==> src/rtl/broadcast_pkg.sv <==
// rtl/broadcast_pkg.sv - shared types and frame layout for the broadcast frame decoder
// Purpose: FSM state enum, default field widths and frame-field bit offsets
//          (offsets are measured from the start bit of a frame).
// Ports:   none (package).
package broadcast_pkg;

    localparam int ADDR_W  = 2;
    localparam int PORTS_N = 4;
    localparam int LEN_W   = 4;

    localparam int OFF_START   = 0;
    localparam int OFF_ADDR    = OFF_START + 1;
    localparam int OFF_MASK    = OFF_ADDR + ADDR_W;
    localparam int OFF_LEN     = OFF_MASK + PORTS_N;
    localparam int OFF_PAYLOAD = OFF_LEN + LEN_W;

    typedef enum logic [2:0] {
        IDLE,
        ADDR,
        MASK,
        LEN,
        PAYLOAD
    } state_t;

endpackage

==> src/rtl/bit_counter.sv <==
// rtl/bit_counter.sv - loadable down-counter used for field bit counts and payload length
// Purpose: counts remaining bits of the current frame field.
// Ports:   clk, rst_n (async active-low), load_i/load_val_i (load has priority),
//          dec_i (decrement by one), value_o (current count), is_one_o (count == 1,
//          i.e. the bit being sampled now is the last of its field).
module bit_counter #(
    parameter int W = 5
) (
    input  logic         clk,
    input  logic         rst_n,
    input  logic         load_i,
    input  logic [W-1:0] load_val_i,
    input  logic         dec_i,
    output logic [W-1:0] value_o,
    output logic         is_one_o
);

    logic [W-1:0] cnt_q;
    logic [W-1:0] cnt_d;

    always_comb begin
        cnt_d = cnt_q;
        if (load_i) begin
            cnt_d = load_val_i;
        end else if (dec_i) begin
            cnt_d = cnt_q - 1'b1;
        end
    end

    always_ff @(posedge clk or negedge rst_n) begin
        if (!rst_n) begin
            cnt_q <= '0;
        end else begin
            cnt_q <= cnt_d;
        end
    end

    assign value_o  = cnt_q;
    assign is_one_o = (cnt_q == W'(1));

endmodule

==> src/rtl/broadcast_frame_decoder.sv <==
// rtl/broadcast_frame_decoder.sv - serial frame decoder feeding the multi-broadcaster
// Purpose: parses start | LB | PB[0..] | length | payload from rxBit and streams the
//          payload on serIn with LB/PB held. Every output is registered.
// Ports:   clk, rst_n (async active-low), rxBit (serial in, idle high),
//          serIn (payload bit), PB (port mask, zero unless outValid), LB (line select,
//          held until the next header completes), outValid, frameDone (pulse with the
//          last payload bit), busy (not IDLE).
module broadcast_frame_decoder #(
    parameter int LEN_W   = broadcast_pkg::LEN_W,
    parameter int ADDR_W  = broadcast_pkg::ADDR_W,
    parameter int PORTS_N = broadcast_pkg::PORTS_N
) (
    input  logic               clk,
    input  logic               rst_n,
    input  logic               rxBit,
    output logic               serIn,
    output logic [0:PORTS_N-1] PB,
    output logic [ADDR_W-1:0]  LB,
    output logic               outValid,
    output logic               frameDone,
    output logic               busy
);

    import broadcast_pkg::*;

    // One extra bit so that length 0 can encode 2**LEN_W payload bits.
    localparam int CNT_W = LEN_W + 1;

    localparam logic [CNT_W-1:0] ADDR_CNT = CNT_W'(ADDR_W);
    localparam logic [CNT_W-1:0] MASK_CNT = CNT_W'(PORTS_N);
    localparam logic [CNT_W-1:0] LEN_CNT  = CNT_W'(LEN_W);
    localparam logic [CNT_W-1:0] MAX_LEN  = CNT_W'(1 << LEN_W);

    state_t              state_q;
    logic [ADDR_W-1:0]   addr_sr_q;
    logic [0:PORTS_N-1]  mask_sr_q;
    logic [LEN_W-2:0]    len_sr_q;
    logic [ADDR_W-1:0]   lb_q;
    logic [0:PORTS_N-1]  mask_q;
    logic                serin_q;
    logic [0:PORTS_N-1]  pb_q;
    logic                valid_q;
    logic                done_q;
    logic                busy_q;

    logic                cnt_load;
    logic                cnt_dec;
    logic [CNT_W-1:0]    cnt_load_val;
    logic [CNT_W-1:0]    cnt_value;
    logic                cnt_is_one;
    logic [LEN_W-1:0]    len_next;

    // Length field including the bit being sampled this cycle.
    assign len_next = {len_sr_q, rxBit};

    // The counter is reloaded with the width of the next field on the last
    // bit of the current one, so every field ends on is_one.
    always_comb begin
        cnt_load     = 1'b0;
        cnt_dec      = 1'b0;
        cnt_load_val = '0;
        case (state_q)
            IDLE: begin
                if (!rxBit) begin
                    cnt_load     = 1'b1;
                    cnt_load_val = ADDR_CNT;
                end
            end
            ADDR: begin
                if (cnt_is_one) begin
                    cnt_load     = 1'b1;
                    cnt_load_val = MASK_CNT;
                end else begin
                    cnt_dec = 1'b1;
                end
            end
            MASK: begin
                if (cnt_is_one) begin
                    cnt_load     = 1'b1;
                    cnt_load_val = LEN_CNT;
                end else begin
                    cnt_dec = 1'b1;
                end
            end
            LEN: begin
                if (cnt_is_one) begin
                    cnt_load     = 1'b1;
                    cnt_load_val = (len_next == '0) ? MAX_LEN : {1'b0, len_next};
                end else begin
                    cnt_dec = 1'b1;
                end
            end
            PAYLOAD: begin
                // Never wrap below zero; IDLE reloads before the count is used again.
                cnt_dec = (cnt_value != '0);
            end
            default: begin
                cnt_dec = 1'b0;
            end
        endcase
    end

    bit_counter #(
        .W (CNT_W)
    ) u_bit_counter (
        .clk        (clk),
        .rst_n      (rst_n),
        .load_i     (cnt_load),
        .load_val_i (cnt_load_val),
        .dec_i      (cnt_dec),
        .value_o    (cnt_value),
        .is_one_o   (cnt_is_one)
    );

    always_ff @(posedge clk or negedge rst_n) begin
        if (!rst_n) begin
            state_q   <= IDLE;
            addr_sr_q <= '0;
            mask_sr_q <= '0;
            len_sr_q  <= '0;
            lb_q      <= '0;
            mask_q    <= '0;
            serin_q   <= 1'b0;
            pb_q      <= '0;
            valid_q   <= 1'b0;
            done_q    <= 1'b0;
            busy_q    <= 1'b0;
        end else begin
            serin_q <= 1'b0;
            pb_q    <= '0;
            valid_q <= 1'b0;
            done_q  <= 1'b0;
            case (state_q)
                IDLE: begin
                    if (!rxBit) begin
                        state_q <= ADDR;
                        busy_q  <= 1'b1;
                    end
                end
                ADDR: begin
                    addr_sr_q <= {addr_sr_q[ADDR_W-2:0], rxBit};
                    if (cnt_is_one) begin
                        state_q <= MASK;
                    end
                end
                MASK: begin
                    // PB[0] arrives first and ends up at index 0 after PORTS_N shifts.
                    mask_sr_q <= {mask_sr_q[1:PORTS_N-1], rxBit};
                    if (cnt_is_one) begin
                        state_q <= LEN;
                    end
                end
                LEN: begin
                    len_sr_q <= len_next[LEN_W-2:0];
                    if (cnt_is_one) begin
                        // Header complete: only now does the previous frame's LB change.
                        state_q <= PAYLOAD;
                        lb_q    <= addr_sr_q;
                        mask_q  <= mask_sr_q;
                    end
                end
                PAYLOAD: begin
                    if (mask_q != '0) begin
                        serin_q <= rxBit;
                        pb_q    <= mask_q;
                        valid_q <= 1'b1;
                    end
                    if (cnt_is_one) begin
                        done_q  <= 1'b1;
                        state_q <= IDLE;
                        busy_q  <= 1'b0;
                    end
                end
                default: begin
                    state_q <= IDLE;
                    busy_q  <= 1'b0;
                end
            endcase
        end
    end

    assign serIn     = serin_q;
    assign PB        = pb_q;
    assign LB        = lb_q;
    assign outValid  = valid_q;
    assign frameDone = done_q;
    assign busy      = busy_q;

endmodule
==> config.mk <==
export PLATFORM = sky130hd
export DESIGN_NAME = broadcast_frame_decoder
export DESIGN_NICKNAME = d
export VERILOG_FILES = /design/src/rtl/broadcast_pkg.sv /design/src/rtl/bit_counter.sv /design/src/rtl/broadcast_frame_decoder.sv
export SDC_FILE = /design/constraint.sdc
export NUM_CORES = 1
export LEC_CHECK = 0
export ABC_CLOCK_PERIOD_IN_PS = 5150
export BUFFER_PORTS_ARGS = -buffer_cell sky130_fd_sc_hd__clkbuf_2
export CORE_ASPECT_RATIO = 0.8
export CORE_UTILIZATION = 30
export CTS_BUF_LIST = sky130_fd_sc_hd__clkbuf_8
export DETAILED_ROUTE_END_ITERATION = 10
export MAX_ROUTING_LAYER = met4
export PLACE_DENSITY_LB_ADDON = 0.3
export SLEW_MARGIN = 10
export SYNTH_ARGS = -nofsm -noshare
export SYNTH_HDL_FRONTEND = slang
export SYNTH_SLANG_ARGS = --single-unit
==> constraint.sdc <==
create_clock -name clk -period 5.15 [get_ports clk]
set_input_delay 0.7725 -clock clk [delete_from_list [all_inputs] [get_ports clk]]
set_output_delay 0.7725 -clock clk [all_outputs]
set_load 0.02 [all_outputs]
Yosys cells after proc, flatten, opt, wreduce, memory -nomap -nowiden

Index checks and enable logic that the tools add are counted.

Output and inout bits: 10
Logic and storage cells: 62
Input bits: 3
Bits in registers: 31

Bitwise operators: 1
Equality and inequality tests: 10
Add/sub/neg operators: 1
Mux-type cells: 28
Reduce and logical (&&, ||, !) cells: 10

Operators with widths:

| cell                                                                  | number |
|---|---|
| 5-bit two-way mux                                                     | 4 |
| 3-bit two-way mux                                                     | 6 |
| 3-bit case mux with 5 select lines                                    | 1 |
| 5-bit case mux with 3 select lines                                    | 1 |
| 1-bit two-way mux                                                     | 10 |
| 2-bit inequality test, second input constant                          | 5 |
| 4-bit two-way mux                                                     | 2 |
| 3-bit by 2-bit equality test with 1-bit output, second input constant | 2 |
| 5-bit by 1-bit equality test with 1-bit output, second input constant | 1 |
| 5-bit AND reduction                                                   | 1 |
| 5-bit nonzero test                                                    | 1 |
| 5-bit by 1-bit subtractor with 5-bit output, second input constant    | 1 |
| 4-bit logical NOT                                                     | 1 |
| 1-bit case mux with 2 select lines                                    | 2 |
| 4-bit nonzero test                                                    | 1 |
| 3-bit by 1-bit equality test with 1-bit output, second input constant | 1 |
| 3-bit equality test, second input constant                            | 1 |
| 3-bit logical NOT                                                     | 1 |
| 1-bit case mux with 3 select lines                                    | 1 |
| 3-bit AND reduction                                                   | 1 |
| 3-bit OR reduction                                                    | 1 |
| 2-bit two-way mux                                                     | 1 |
| 2-bit AND reduction                                                   | 1 |
| 2-bit nonzero test                                                    | 1 |
| 2 further kinds                                                       | 2 |

Longest topological paths before layout

Gate-level depths: netlist of the first run.

Word-level depth: 5
Mapped depth: 7
Mapped depth without buffers: 6

Hierarchy

A second synthesis of the first run with hierarchy kept.

Cells, all modules: 116
Area, all modules: 1425.1 um2

Modules (own cells, without submodules):

| module                  | sequential area each (um2) | times used | area an instance (um2) | cells each |
|---|---|---|---|---|
| broadcast_frame_decoder | 650.6                      | 1          | 1124.8                 | 87 |
| bit_counter             | 125.1                      | 1          | 300.3                  | 29 |

Worst setup path before layout of the first run

OpenSTA, ideal clock, no wires.

Path type: reg-to-reg
Start: register u_bit_counter.cnt_q[1] (netlist: u_bit_counter.value_o[1])
End: register u_bit_counter.cnt_q[3] (netlist: u_bit_counter.value_o[3])
Setup slack: 3.206 ns
Data required time: 5.024 ns
Arrival time: 1.818 ns
Cell stages (with the launch flop): 8
Cells stage by stage: dfrtp_1 > inv_1 > ha_1 > or4b_1 > clkbuf_2 > a211oi_2 > o21ai_1 > a221o_1

Cells in the longest elaborated chain, start to end: 4
Elaborated cells between the ends (all ways): 12
Classes of those cells: 1 x add/sub; 1 x eq/ne; 8 x mux; 2 x reduce/logical

RTL lines:

| what                                                                                                | line              | RTL |
|---|---|---|
| from (decl)                                                                                         | bit_counter.sv:18 | `logic [W-1:0] cnt_q;` |
| from (signal assigned)                                                                              | bit_counter.sv:34 | `cnt_q <= cnt_d;` |
| parallel branches: the longest is 4 deep, another holds 5-bit by 1-bit subtractor with 5-bit output | -                 |  |

Parallel ways; which one is timed is not known. The select of a mux whose other input is x is not followed.
A chain may end at the register's enable or synchronous reset.

Final worst setup path of the first run

Start: register u_bit_counter.cnt_q[1] (netlist: u_bit_counter.value_o[1])
End: register u_bit_counter.cnt_q[2] (netlist: u_bit_counter.value_o[2])

Cells in the longest elaborated chain, start to end: 4
Elaborated cells between the ends (all ways): 13
Classes of those cells: 1 x add/sub; 1 x eq/ne; 9 x mux; 2 x reduce/logical

RTL lines:

| what |
|---|
| parallel branches: the longest is 4 deep, another holds 5-bit by 1-bit subtractor with 5-bit output |

Parallel ways; which one is timed is not known. The select of a mux whose other input is x is not followed.

==> impl_metrics.csv, run 1 <==
group,metric,value,unit
outcome,outcome,"completed",
route,drc,0,
synthesis,ys_seq_area_share,53.45,%
hold_path,hold_depth,2,
timing,rsz0062_at_grt,"no",
synthesis,avgSynthCellArea,10.37,µm²
final_layout,area_delta_synth_final,13.79,%
die,die_area,0.005122,mm²
final_layout,final_cell_area,0.001652,mm²
timing,fin_skew,0.007203,ns
final_layout,seq_area,775.7,µm²
worst_setup_path,critPathLaunch,"u_bit_counter.value_o[1]",
global_routing,grt_pass1_wl,4926,µm
placement,dp_hpwl,1986,µm
placement,placed_area,0.001534,mm²
timing,timing.hold.ws,0.4696,ns
synthesis,async_flop_share,100.0,%
worst_setup_path,reg2reg_from,"u_bit_counter.value_o[1]",
worst_setup_path,r2r_cells,6,
timing,slew_headroom,42.13,%
power,p_int,607.5,µW
clock_tree,root_buffer,"clkbuf_8",
synthesis,syn_inst,140,
final_layout,multi_input_comb_area,611.8,µm²
job,maxCapViolCount,0,
power,seqPwrFrac,43.7,%
power,power_density,564.2,mW/mm²
synthesis,synth_edf_count,0,
route,vias_per_cell,5.052,
power,pwr-share-comb,29.9,%
placement,gp_congestion,0.8724,
clock_tree,cts_buffers,5,
timing,fmax,0.4335,GHz
die,fp-row-count,22,
final_layout,drive_gt1_share,19.61,%
timing,period_needed,2.307,ns
worst_setup_path,max_stage_delay,0.71,ns
clock_tree,ctsHtreeMaxLevel,2,
route,drt-initial-drc-count,68,
clock_tree,cts_sinks,31,
global_routing,antenna_found_initial,0,
power,max-vdd-ir-drop,0.0001434,V
route,ant_nets,0,
synthesis,synth_top_flop_cell,"dfrtp_1",
worst_setup_path,worst-r2r-setup-slack,2.84,ns
timing,worst_pin_slew,0.8560,ns
global_routing,track_usage,13.21,%
hold_path,holdPathEnd,"LB[1]",
hold_path,min_from,"addr_sr_q[1]",
route,num_vias,1076,
timing,setup_viol,0,
synthesis,syn_area,0.001451,mm²
synthesis,synth_area_leader_cell,"dfrtp_1",
power,power.switching,324.4,µW
route,drt-total-wl,2879,µm
worst_setup_path,reg2reg_to,"u_bit_counter.value_o[2]",
clock_tree,postCtsHoldBufs,0,
final_layout,nFillCells,454,
clock_tree,path_clk_slew,0.07,ns
clock_tree,cts_resized,0,
die,die_w,79.77,µm
synthesis,syn_nets,146,
power,p_clk_share,26.4,%
worst_setup_path,cp.required,5.30,ns
synthesis,synth_top_area_share,53.45,%
synthesis,yosys-top-cells-area,"dfrtp_1 (53%), nand2_1 (8.0%), mux2_2 (4.7%), ha_1 (2.6%), nor2_1 (2.6%)",
timing,hold_viol,0,
worst_setup_path,crit_type,"register to register",
die,num_io_pins,13,
placement,port_buffers,12,
route,wl_per_cell,13.52,µm
power,power.leakage,0.7825,nW
clock_tree,cts_tree,"yes",
power,switching_share,34.81,%
route,dr.pass1.iters,4,
global_routing,overflow,0,
die,start_util,31.39,%
synthesis,ys_ff_latch,31,
power,finalPower,931.9,µW
clock_tree,cts_setup_buffers,0,
die,die_y,64.21,µm
worst_setup_path,critPathLaunchType,"register",
final_layout,layout_common_cells,"dfrtp_1 (31), nand2_1 (31), clkbuf_2 (12), nor2_1 (10)",
placement,post-place-ws,2.863,ns
clock_tree,clkLatencyLatePin,0.28,ns
worst_setup_path,worstPathCellList,"inv_1, ha_1, nor4b_1, nand2_1, o21ai_0, a22oi_1",
timing,tns,0,ns
timing,layout_setup_ws,2.843,ns
hold_path,hold_path_class,"register to register",
global_routing,grt_max_degree,32,
final_layout,antennaDiodeCount,0,
worst_setup_path,worstSetupEndpointType,"register",
die,core_area,0.004624,mm²
worst_setup_path,worstPathMaxFanout,9,
final_layout,final_nets,158,
worst_setup_path,cp.arrival,2.46,ns
global_routing,grt_pass1_vias,1031,
timing,drv_slew,0,
worst_setup_path,slowest_stage,"nor4b_1",
clock_tree,cts.path.max_buffers,2,
synthesis,synth_cell_types,40,
synthesis,yosys_warnings,0,
timing,post-route-period-util,44.79,%
power groups by stage:
stage	Clock (mW)	Sequential (mW)	Combinational, mW
after floorplan	0	0.387	0.235
after global placement	0	0.409	0.277
after detailed placement	0	0.411	0.278
after CTS	0.253	0.407	0.281
after global routing	0.264	0.423	0.310
final	0.246	0.407	0.279
area by class of cell:
type	instances	area share, %
Clock buffer	6	5.000
Clock inverter	2	2.121
Inverter	3	0.6818
Multi-Input combinational cell	99	37.05
Sequential cell	31	46.97
Tap cell	60	4.545
Timing Repair Buffer	12	3.636
worst max path at each step:
stage,end,slack [ns]
floorplan,u_bit_counter.value_o[3],3.21
global placement,u_bit_counter.value_o[3],2.95
detailed placement,u_bit_counter.value_o[2],2.86
CTS,u_bit_counter.value_o[2],2.86
global route,u_bit_counter.value_o[2],2.64
finish,u_bit_counter.value_o[2],2.84
state kept, by name, summed over array words and instances, names as in the netlist:
| register | count |
|---|---|
| len_sr_q | 3 |
| serIn | 1 |
| outValid | 1 |
| state_q | 3 |
| LB | 2 |
| frameDone | 1 |
| mask_sr_q | 4 |
| mask_q | 4 |
| u_bit_counter.value_o | 5 |
| busy | 1 |
| PB | 4 |
| addr_sr_q | 2 |
through the flow:
stage	cells	utilization (%)
2_1_floorplan	140	-
3_3_place_gp	205	33.17
3_5_place_dp	205	33.17
4_1_cts	213	35.71
5_1_grt	213	35.71
6_report	213	35.71
synth_stat cells, types with 2 or more instances:
cell type	n
dfrtp_1	31
nor4b_1	2
nand3_1	2
nor4_1	2
nor3b_1	3
nor3_1	5
a21oi_1	2
mux2_2	6
nor2_1	10
clkbuf_8	2
o21ai_0	5
a31oi_1	2
nand2_1	31
and3_1	4
ha_1	3
nand3b_1	2
clkbuf_1	2
o31ai_1	2
inv_1	3
worst max-delay path: cells and delay by family (launching register included):
| family | cells | cell delay [ns] |
|---|---|---|
| simple gates | 2 | 1.11 |
| fa+ha+maj | 1 | 0.19 |
| compound gates | 2 | 0.38 |
| buf+inv | 1 | 0.12 |
| flops | 1 | 0.39 |
routing by layer:
| metal | vias up | GRT usage, % | part of all wire [%] |
|---|---|---|---|
| li1 | 517 | - | - |
| met1 | 520 | 15.83 | 46 |
| met2 | 31 | 19.44 | 45 |
| met3 | 8 | 4.429 | 5.5 |
| met4 | 0 | 7.366 | 2.8 |
| met5 | - | - | 0 |
kinds of logic (layout without fill, tap and decap cells):
kind of cell	count (synthesis)	after routing	share of synthesized area, %
compound gates	21	21	11.12
xor+xnor	1	1	0.6036
fa+ha+maj	3	3	2.586
buf+inv	10	23	4.396
flops	31	31	53.45
mux	6	6	4.655
simple gates	68	68	23.19
(Power assumes the default switching activity.)
==> run 2, diff against run 1 <==
--- a/config.mk
+++ b/config.mk
@@ -5,7 +5,7 @@
 export SDC_FILE = /design/constraint.sdc
 export NUM_CORES = 1
 export LEC_CHECK = 0
-export ABC_CLOCK_PERIOD_IN_PS = 5150
+export ABC_CLOCK_PERIOD_IN_PS = 2300
 export BUFFER_PORTS_ARGS = -buffer_cell sky130_fd_sc_hd__clkbuf_2
 export CORE_ASPECT_RATIO = 0.8
 export CORE_UTILIZATION = 30
==> constraint.sdc (replaced) <==
create_clock -name clk -period 2.3 [get_ports clk]
set_input_delay 0.345 -clock clk [delete_from_list [all_inputs] [get_ports clk]]
set_output_delay 0.345 -clock clk [all_outputs]
set_load 0.02 [all_outputs]
==> run 2 against run 1 <==
Cell count grew 2.8%. Routed wire length grew 4.3%. Largest cell class unchanged. Clock power grew 130%. Sequential power grew 120%. Clock skew is essentially flat. Die area is the same.
==> impl_metrics.csv, run 2 (synthesis gave the netlist of run 1 again) <==
group,metric,value,unit
route,ant_nets,0,
route,vias_per_cell,4.973,
worst_setup_path,worstSetupEndpointType,"register",
timing,fin_skew,0.007519,ns
clock_tree,path_clk_slew,0.07,ns
timing,period_needed,2.015,ns
power,power_density,1240,mW/mm²
route,dr.pass1.iters,4,
route,drc,0,
die,fp-row-count,22,
final_layout,drive_gt1_share,22.64,%
worst_setup_path,crit_type,"register to register",
timing,rsz0062_at_grt,"no",
die,num_io_pins,13,
global_routing,antenna_found_initial,0,
timing,tns,0,ns
die,core_area,0.004624,mm²
clock_tree,cts_buffers,5,
job,maxCapViolCount,0,
worst_setup_path,max_stage_delay,0.48,ns
worst_setup_path,cp.arrival,2.24,ns
power,max-vdd-ir-drop,0.0003375,V
worst_setup_path,worstPathCellList,"inv_1, ha_1, or4b_1, buf_4, nor2_1, buf_4, nand2_1, nand2_1",
global_routing,grt_pass1_wl,5140,µm
die,die_w,79.77,µm
worst_setup_path,slowest_stage,"or4b_1",
placement,placed_area,0.001579,mm²
route,wl_per_cell,13.71,µm
route,drt-total-wl,3002,µm
global_routing,grt_pass1_vias,1068,
clock_tree,postCtsHoldBufs,0,
timing,fmax,0.4964,GHz
timing,drv_slew,0,
placement,port_buffers,12,
worst_setup_path,worstPathMaxFanout,6,
final_layout,layout_common_cells,"dfrtp_1 (31), nand2_1 (31), clkbuf_2 (12), nor2_1 (10)",
die,die_area,0.005122,mm²
final_layout,antennaDiodeCount,0,
timing,hold_viol,0,
final_layout,area_delta_synth_final,16.90,%
clock_tree,cts_tree,"yes",
route,drt-initial-drc-count,65,
placement,gp_congestion,0.8981,
route,num_vias,1089,
timing,worst_pin_slew,0.7498,ns
clock_tree,root_buffer,"clkbuf_8",
global_routing,track_usage,13.95,%
worst_setup_path,cp.required,2.53,ns
timing,slew_headroom,50.01,%
clock_tree,cts.path.max_buffers,2,
die,die_y,64.21,µm
clock_tree,ctsHtreeMaxLevel,2,
worst_setup_path,critPathLaunchType,"register",
final_layout,final_cell_area,0.001697,mm²
placement,dp_hpwl,2088,µm
clock_tree,cts_setup_buffers,0,
die,start_util,31.39,%
global_routing,overflow,0,
outcome,outcome,"completed",
power,power.leakage,0.8138,nW
timing,post-route-period-util,87.60,%
clock_tree,cts_resized,0,
global_routing,grt_max_degree,32,
clock_tree,clkLatencyLatePin,0.28,ns
clock_tree,cts_sinks,31,
hold_path,hold_path_class,"input port to asynchronous set/reset pin",
final_layout,largest_reg_flops,5,
final_layout,final_nets,164,
timing,setup_viol,0,
run 2: changes by cell type in the layout (fill, tap and decap cells not counted):
| cell | before | now |
|---|---|---|
| buf_4 | 0 | 6 |
run 2: where the power goes:
part	switching [mW]	total, mW	leakage [nW]	internal (mW)
sequential	0.182	0.903	0.398	0.721
combinational	0.335	0.645	0.355	0.310
clock	0.205	0.556	0.0612	0.350
total	0.722	2.10	0.814	1.38
run 2: layer usage:
layer,vias to the layer above,global-route usage [%],part of all wire [%]
met2,22,22.44,48
met3,8,3.429,3.3
met1,535,16.05,46
li1,524,-,-
met5,-,-,0
met4,0,7.366,2.3
run 2: through the flow:
stage / setup slack, ns / instances / hold slack (ns) / utilization, % / power (mW)
2_1_floorplan: 0.3561 / 140 / 0.04941 / - / 1.392
3_3_place_gp: 0.3536 / 211 / 0.4496 / 34.14 / 1.548
3_5_place_dp: 0.3100 / 211 / 0.4570 / 34.14 / 1.565
4_1_cts: 0.2874 / 219 / 0.1482 / 36.69 / 2.130
5_1_grt: 0.1659 / 219 / 0.1802 / 36.69 / 2.250
6_report: 0.2853 / 219 / 0.1164 / 36.69 / 2.103
run 2: path summary, 6_finish.rpt:
| kind | end | cells after the start | slack [ns] | start |
|---|---|---|---|---|
| min in group clk | len_sr_q[0] | 3 | 0.42 | rxBit |
| min | u_bit_counter.value_o[3] | 1 | 0.12 | rst_n |
| max in group asynchronous | u_bit_counter.value_o[4] | 1 | 1.70 | rst_n |
| min reg2reg | LB[1] | 2 | 0.48 | addr_sr_q[1] |
| max reg2reg | mask_q[2] | 8 | 0.29 | u_bit_counter.value_o[1] |
| max | mask_q[2] | 8 | 0.29 | u_bit_counter.value_o[1] |
run 2: worst max-delay path: cells and delay by family, from the launching register on:
kind                       cells  cell delay (ns)
buffers and inverters          3             0.52
adders and majority gates      1             0.20
and+or+nand+nor                4             0.86
DFF                            1             0.40
run 2: final cells by class:
class	count	area, µm²
Fill cell	453	2928
Sequential cell	31	775.7
Multi-Input combinational cell	99	611.8
Timing Repair Buffer	18	105.1
Clock buffer	6	82.58
Tap cell	60	75.07
Clock inverter	2	35.03
Inverter	3	11.26
